==> config.mk <==
export PLATFORM = sky130hd
export DESIGN_NAME = reg_rename_file
export DESIGN_NICKNAME = d
export VERILOG_FILES = /design/src/rtl/reg_rename_file_pkg.sv /design/src/rtl/reg_rename_file_status.sv /design/src/rtl/reg_rename_file.sv
export SDC_FILE = /design/constraint.sdc
export NUM_CORES = 2
export LEC_CHECK = 0
export ABC_AREA = 1
export BUFFER_PORTS_ARGS = -buffer_cell sky130_fd_sc_hd__buf_2
export CAP_MARGIN = 0
export CORE_ASPECT_RATIO = 1.2
export CORE_MARGIN = 1
export CORE_UTILIZATION = 40
export DETAILED_ROUTE_END_ITERATION = 10
export PLACE_DENSITY = 0.54
export SLEW_MARGIN = 10
export SYNTH_ARGS = -nofsm -noshare
export SYNTH_HDL_FRONTEND = slang
export SYNTH_HIERARCHICAL = 1
export SYNTH_SLANG_ARGS = --single-unit
==> constraint.sdc <==
create_clock -name clk -period 6.4 [get_ports clk]
set_input_delay 0.96 -clock clk [delete_from_list [all_inputs] [get_ports clk]]
set_output_delay 0.96 -clock clk [all_outputs]
set_load 0.01 [all_outputs]
==> src/rtl/reg_rename_file_pkg.sv <==
// Shared widths for the rename file, ROB and RS, plus the source-lookup result type.
package reg_rename_file_pkg;

  localparam int unsigned RREN_XLEN     = 32;
  localparam int unsigned RREN_NUM_REGS = 32;
  localparam int unsigned RREN_TAG_W    = 4;

  // Where a source operand comes from in the dispatch cycle.
  typedef enum logic [1:0] {
    SRC_ZERO    = 2'd0,  // hardwired zero register
    SRC_BYPASS  = 2'd1,  // producer retiring this very cycle
    SRC_PENDING = 2'd2,  // producer still in flight, hand out its tag
    SRC_REG     = 2'd3   // architectural value is current
  } src_sel_e;

endpackage

==> src/rtl/reg_rename_file_status.sv <==
// Rename-status table: per-register busy bit and producer ROB tag,
// commit-clear, rename, flush, and the commit->dispatch bypass compare.
module rename_status_table
  import reg_rename_file_pkg::*;
#(
  parameter int unsigned NUM_REGS = RREN_NUM_REGS,
  parameter int unsigned TAG_W    = RREN_TAG_W,
  parameter bit          ZERO_REG = 1'b1,
  localparam int unsigned RIDX_W  = $clog2(NUM_REGS)
) (
  input  logic              clk,
  input  logic              rst,
  input  logic              en,
  input  logic              flush,
  input  logic              commit_valid,
  input  logic [RIDX_W-1:0] commit_rd,
  input  logic [TAG_W-1:0]  commit_tag,
  input  logic              ren_valid,
  input  logic [RIDX_W-1:0] ren_rd,
  input  logic [TAG_W-1:0]  ren_tag,
  input  logic [RIDX_W-1:0] rs1,
  input  logic [RIDX_W-1:0] rs2,
  output src_sel_e          rs1_sel,
  output logic [TAG_W-1:0]  rs1_tag,
  output src_sel_e          rs2_sel,
  output logic [TAG_W-1:0]  rs2_tag
);

  logic [NUM_REGS-1:0] busy_q;
  logic [TAG_W-1:0]    tag_q [NUM_REGS];

  logic commit_hit;
  logic ren_ok;

  assign commit_hit = commit_valid && busy_q[commit_rd] && (tag_q[commit_rd] == commit_tag);
  assign ren_ok     = ren_valid && !(ZERO_REG && (ren_rd == '0));

  // Classify a source against the pre-update table state.
  function automatic src_sel_e lookup(input logic [RIDX_W-1:0] idx);
    if (ZERO_REG && (idx == '0))
      return SRC_ZERO;
    if (busy_q[idx]) begin
      if (commit_valid && (commit_rd == idx) && (tag_q[idx] == commit_tag))
        return SRC_BYPASS;
      return SRC_PENDING;
    end
    return SRC_REG;
  endfunction

  // Source classification and producer tags for the dispatching instruction.
  always_comb begin
    rs1_sel = lookup(rs1);
    rs2_sel = lookup(rs2);
    rs1_tag = (rs1_sel == SRC_PENDING) ? tag_q[rs1] : '0;
    rs2_tag = (rs2_sel == SRC_PENDING) ? tag_q[rs2] : '0;
  end

  // Busy/tag update: commit clear, then rename (overrides the clear), then flush.
  always_ff @(posedge clk) begin
    if (!rst) begin
      busy_q <= '0;
      tag_q  <= '{default: '0};
    end else if (en) begin
      if (commit_hit)
        busy_q[commit_rd] <= 1'b0;
      if (ren_ok) begin
        busy_q[ren_rd] <= 1'b1;
        tag_q[ren_rd]  <= ren_tag;
      end
      if (flush)
        busy_q <= '0;
    end
  end

endmodule

==> src/rtl/reg_rename_file.sv <==
// Architectural register file plus rename status for the Tomasulo core:
// dispatch-side operand lookup/rename and commit-side write-back.
module reg_rename_file
  import reg_rename_file_pkg::*;
#(
  parameter int unsigned XLEN     = RREN_XLEN,
  parameter int unsigned NUM_REGS = RREN_NUM_REGS,
  parameter int unsigned TAG_W    = RREN_TAG_W,
  parameter bit          ZERO_REG = 1'b1,
  localparam int unsigned RIDX_W  = $clog2(NUM_REGS)
) (
  input  logic              clk,
  input  logic              rst,
  input  logic              rdy,
  input  logic              flush,
  input  logic              disp_valid,
  output logic              disp_ready,
  input  logic [RIDX_W-1:0] disp_rs1,
  input  logic [RIDX_W-1:0] disp_rs2,
  input  logic [RIDX_W-1:0] disp_rd,
  input  logic              disp_rd_we,
  input  logic [TAG_W-1:0]  disp_tag,
  output logic              out_valid,
  output logic              rs1_busy,
  output logic [TAG_W-1:0]  rs1_tag,
  output logic [XLEN-1:0]   rs1_val,
  output logic              rs2_busy,
  output logic [TAG_W-1:0]  rs2_tag,
  output logic [XLEN-1:0]   rs2_val,
  input  logic              commit_valid,
  input  logic [RIDX_W-1:0] commit_rd,
  input  logic [TAG_W-1:0]  commit_tag,
  input  logic [XLEN-1:0]   commit_val
);

  logic [XLEN-1:0] regs_q [NUM_REGS];

  logic             accept;
  logic             commit_we;
  src_sel_e         rs1_sel;
  src_sel_e         rs2_sel;
  logic [TAG_W-1:0] rs1_tag_d;
  logic [TAG_W-1:0] rs2_tag_d;
  logic             rs1_busy_d;
  logic             rs2_busy_d;
  logic [XLEN-1:0]  rs1_val_d;
  logic [XLEN-1:0]  rs2_val_d;

  assign disp_ready = rst & rdy & ~flush;
  assign accept     = disp_valid & disp_ready;
  assign commit_we  = commit_valid && !(ZERO_REG && (commit_rd == '0));

  rename_status_table #(
    .NUM_REGS (NUM_REGS),
    .TAG_W    (TAG_W),
    .ZERO_REG (ZERO_REG)
  ) u_status (
    .clk          (clk),
    .rst          (rst),
    .en           (rdy),
    .flush        (flush),
    .commit_valid (commit_valid),
    .commit_rd    (commit_rd),
    .commit_tag   (commit_tag),
    .ren_valid    (accept & disp_rd_we),
    .ren_rd       (disp_rd),
    .ren_tag      (disp_tag),
    .rs1          (disp_rs1),
    .rs2          (disp_rs2),
    .rs1_sel      (rs1_sel),
    .rs1_tag      (rs1_tag_d),
    .rs2_sel      (rs2_sel),
    .rs2_tag      (rs2_tag_d)
  );

  // Operand value for a classified source.
  function automatic logic [XLEN-1:0] operand(input src_sel_e sel, input logic [RIDX_W-1:0] idx);
    case (sel)
      SRC_BYPASS: return commit_val;
      SRC_REG:    return regs_q[idx];
      default:    return '0;
    endcase
  endfunction

  // Next operand bundle from the lookup result.
  always_comb begin
    rs1_busy_d = (rs1_sel == SRC_PENDING);
    rs2_busy_d = (rs2_sel == SRC_PENDING);
    rs1_val_d  = operand(rs1_sel, disp_rs1);
    rs2_val_d  = operand(rs2_sel, disp_rs2);
  end

  // Commit write-back; proceeds even under flush, stale tags still write.
  always_ff @(posedge clk) begin
    if (!rst)
      regs_q <= '{default: '0};
    else if (rdy && commit_we)
      regs_q[commit_rd] <= commit_val;
  end

  // Operand output registers: one-cycle valid pulse, frozen while rdy is low.
  always_ff @(posedge clk) begin
    if (!rst) begin
      out_valid <= 1'b0;
      rs1_busy  <= 1'b0;
      rs1_tag   <= '0;
      rs1_val   <= '0;
      rs2_busy  <= 1'b0;
      rs2_tag   <= '0;
      rs2_val   <= '0;
    end else if (rdy) begin
      out_valid <= accept;
      if (accept) begin
        rs1_busy <= rs1_busy_d;
        rs1_tag  <= rs1_tag_d;
        rs1_val  <= rs1_val_d;
        rs2_busy <= rs2_busy_d;
        rs2_tag  <= rs2_tag_d;
        rs2_val  <= rs2_val_d;
      end
    end
  end

endmodule

==> results.sh <==
export IMPL_status="completed"
export IMPL_cp_slowest_cell="inv_2"
export IMPL_antenna_found_initial=11
export IMPL_ff2ff_path_depth=17
export IMPL_drtPass1Iterations=6
export IMPL_cts_sinks=1259
export IMPL_post_synth_top_count_cell="nand2_1"
export IMPL_critPathArrivalTime_ns=5.30
export IMPL_crit_path_cell_trace="buf_8 -> inv_2 -> buf_4 -> o21ai_0 -> o221ai_1 -> nand3_1 -> nand3_1 -> nand2_1 -> nand2_1 -> nand2_1 -> nor2_1 -> nand3_1 -> nor2_1 -> nor2_1 -> nand2_1 -> inv_2 -> buf_4 -> nand3_1 -> a21oi_1"
export IMPL_fillerInstances=17833
export IMPL_ys_seq_area_share_pct=36.8
export IMPL_synth_top_family_by_area="simple AND/OR/NAND/NOR gates"
export IMPL_core_um2=169000
export IMPL_ys_ff_latch=1259
export IMPL_ios=143
export IMPL_synth_area_top_cells="dfxtp_1 (37%), nand2_1 (21%), nand3_1 (12%)"
export IMPL_post_cts_buffers=0
export IMPL_cts_tree="built"
export IMPL_power_frac_seq_pct=42.2
export IMPL_intPower_mw=13.5
export IMPL_critical_path_class="in2reg"
export IMPL_async_flop_share_pct=0
export IMPL_dp_hpwl_um=170000
export IMPL_hold_depth=2
export IMPL_power_frac_clock_pct=46.5
export IMPL_clk_latency_ns=0.82
export IMPL_finalWirelength_um=308000
export IMPL_synth_common_cells="nand2_1 (3835), nand3_1 (1642), a21oi_1 (1359)"
export IMPL_rsz0062_at_grt="false"
export IMPL_finalSetupTns_ns=0
export IMPL_synth_top_cell_area_share_pct=36.8
export IMPL_first_iter_violations=9327
export IMPL_synth_main_ff_cell="dfxtp_1"
export IMPL_place_congestion=0.917
export IMPL_worstMarginPinSlew_ns=1.27
export IMPL_worstPathRequired_ns=7.14
export IMPL_skew_ns=0.0223
export IMPL_grt_max_degree=249
export IMPL_crit_buf_inv=5
export IMPL_path_delay_family="buffers and inverters"
export IMPL_synth_adder_area_share_pct=0
export IMPL_postLayoutCellArea_um2=74300
export IMPL_final_layout_size_suffix_gt1_share_pct=5.60
export IMPL_vias=76041
export IMPL_swShare_pct=28.4
export IMPL_fin_crit_sh_pct=71.3
export IMPL_final_util_pct=43.9
export IMPL_synth_edff_count=0
export IMPL_slew_viol_final=0
export IMPL_placement_cell_area_um2=69300
export IMPL_gr_total_overflow=0
export IMPL_synth_area_leader_cell="dfxtp_1"
export IMPL_syn_inst=11079
export IMPL_p_leak_nw=29.5
export IMPL_fin_nets=10588
export IMPL_synthSimpleGateAreaFrac_pct=35.1
export IMPL_grt_pass1_vias=69161
export IMPL_clockBufferDepth=3
export IMPL_fin_ws_ns=1.84
export IMPL_grt_pass1_wl_um=454000
export IMPL_p_sw_mw=5.37
export IMPL_drc=0
export IMPL_die_w_um=380
export IMPL_path_clk_slew_ns=0.06
export IMPL_synth_area_um2=68400
export IMPL_cts_made_buffers=145
export IMPL_portBuffers=142
export IMPL_combinationalPowerShare_pct=11.3
export IMPL_dp_slack_ns=1.16
export IMPL_wl_per_cell_um=23.9
export IMPL_die_height_um=455
export IMPL_cts_hold_buffers=0
export IMPL_htreeDepth=4
export IMPL_min_period_ns=4.56
export IMPL_syn_to_final_growth_pct=8.53
export IMPL_cts_root_buffer="clkbuf_16"
export IMPL_hold_class="reg2reg"
export IMPL_crit_cells=19
export IMPL_fp_row_count=165
export IMPL_synthXorXnorAreaFrac_pct=0.0768
export IMPL_cts_resized=0
export IMPL_track_usage_pct=34.2
export IMPL_fmax_mhz=219
export IMPL_start_kind="input pin"
export IMPL_finalHoldViolations=0
export IMPL_die_area_um2=173000
export IMPL_crit_fanout=94
export IMPL_syn_num_nets=11146
export IMPL_end_kind="flop"
export IMPL_ir_worst_vdd_uv=281
export IMPL_drt_vias_per_instance=5.90
export IMPL_ant_nets=0
export IMPL_slowest_delay_ns=0.64
export IMPL_synth_mux_area_share_pct=0
export IMPL_synth_compound_area_share_pct=20.0
export IMPL_yosysWarnings=6
export IMPL_slew_limit_headroom_pct=15.0
export IMPL_synth_avg_cell_area_um2=6.18
export IMPL_start_util_pct=40.4
export IMPL_synth_distinct_cells=42
export IMPL_setup_viol=0
export IMPL_maxCapViolCount=0
export IMPL_p_per_area_nw_per_um2=254
state kept, by name (all words and copies together), names as in the netlist:
signal	count
u_status/tag_q	128
rs1_val	32
rs2_tag	4
u_status/busy_q	32
out_valid	1
rs2_busy	1
regs_q	1024
rs2_val	32
rs1_tag	4
rs1_busy	1
final cells by class:
cell class | count | area, µm² | share of cell area, %
diodes | 7 | 17.5 | 0.0236
clock buffers | 226 | 4430 | 5.96
well taps | 2254 | 2820 | 3.80
inverters | 384 | 1490 | 2.01
repair buffers | 272 | 2020 | 2.72
multi-input cells | 8459 | 37800 | 50.9
clock inverters | 36 | 502 | 0.675
flip-flops and latches | 1259 | 25200 | 33.9
metal layers:
metal  global-route usage (%)  part of all wire [%]  up-vias
li1                         -                     -    35643
met1                     43.3                    40    35647
met2                     55.0                    45     3922
met3                     5.71                   8.7      819
met4                     19.9                   6.0       10
met5                        0                 0.019        -
worst min-delay path: stages, from the launching register on:
cell,delay [ns]
dfxtp_1,0.32
nand2_1,0.05
inv_1,0.03
cells in the final DEF (no fill, tap or decap), drive strengths merged, types with 4 or more instances in the layout:
cell	instances
a21oi	1364
buf	272
bufinv	9
clkbuf	226
clkinv	59
clkinvlp	4
dfxtp	1259
diode	7
inv	348
nand2	3842
nand3	1642
nand4	40
nor2	225
nor3	18
o211ai	47
o21ai	1247
o221ai	18
xor2	4
through the flow:
step           cells  hold slack [ns]  power (mW)
6_report       12897            0.443        18.9
5_1_grt        12893            0.463        19.4
4_1_cts        12890            0.421        18.9
3_5_place_dp   12628            0.434        10.2
3_3_place_gp   12627            0.427        10.2
2_1_floorplan  11079            0.420        9.43
path summary, 6_finish.rpt:
path                                          from                       end  slack (ns)
setup / recovery                       disp_rs2[0]  rs2_val[16]$_SDFFE_PN0P_        1.84
hold / removal            regs_q[992]$_SDFFE_PN0P_  regs_q[992]$_SDFFE_PN0P_        0.44
setup reg to reg  u_status/tag_q[124]$_SDFFE_PN0P_  rs1_val[12]$_SDFFE_PN0P_        3.02
hold reg to reg           regs_q[992]$_SDFFE_PN0P_  regs_q[992]$_SDFFE_PN0P_        0.44
cell families (layout without fill, tap and decap cells):
logic type      count (synthesis)  after routing
simple gates                 5768           5768
compound gates               2685           2685
buf+inv                      1361            918
flops                        1259           1259
xor+xnor                        6              6
other cells                     0              7
power by group through the flow:
stage	Clock [mW]	Combinational [mW]	Sequential [mW]
2_1_floorplan	0	1.31	8.13
3_3_place_gp	0	2.08	8.15
3_5_place_dp	0	2.08	8.15
4_1_cts	8.89	2.08	7.97
5_1_grt	9.19	2.27	7.98
6_report	8.78	2.14	7.98
No activity file was read; power rests on OpenSTA's default activity.
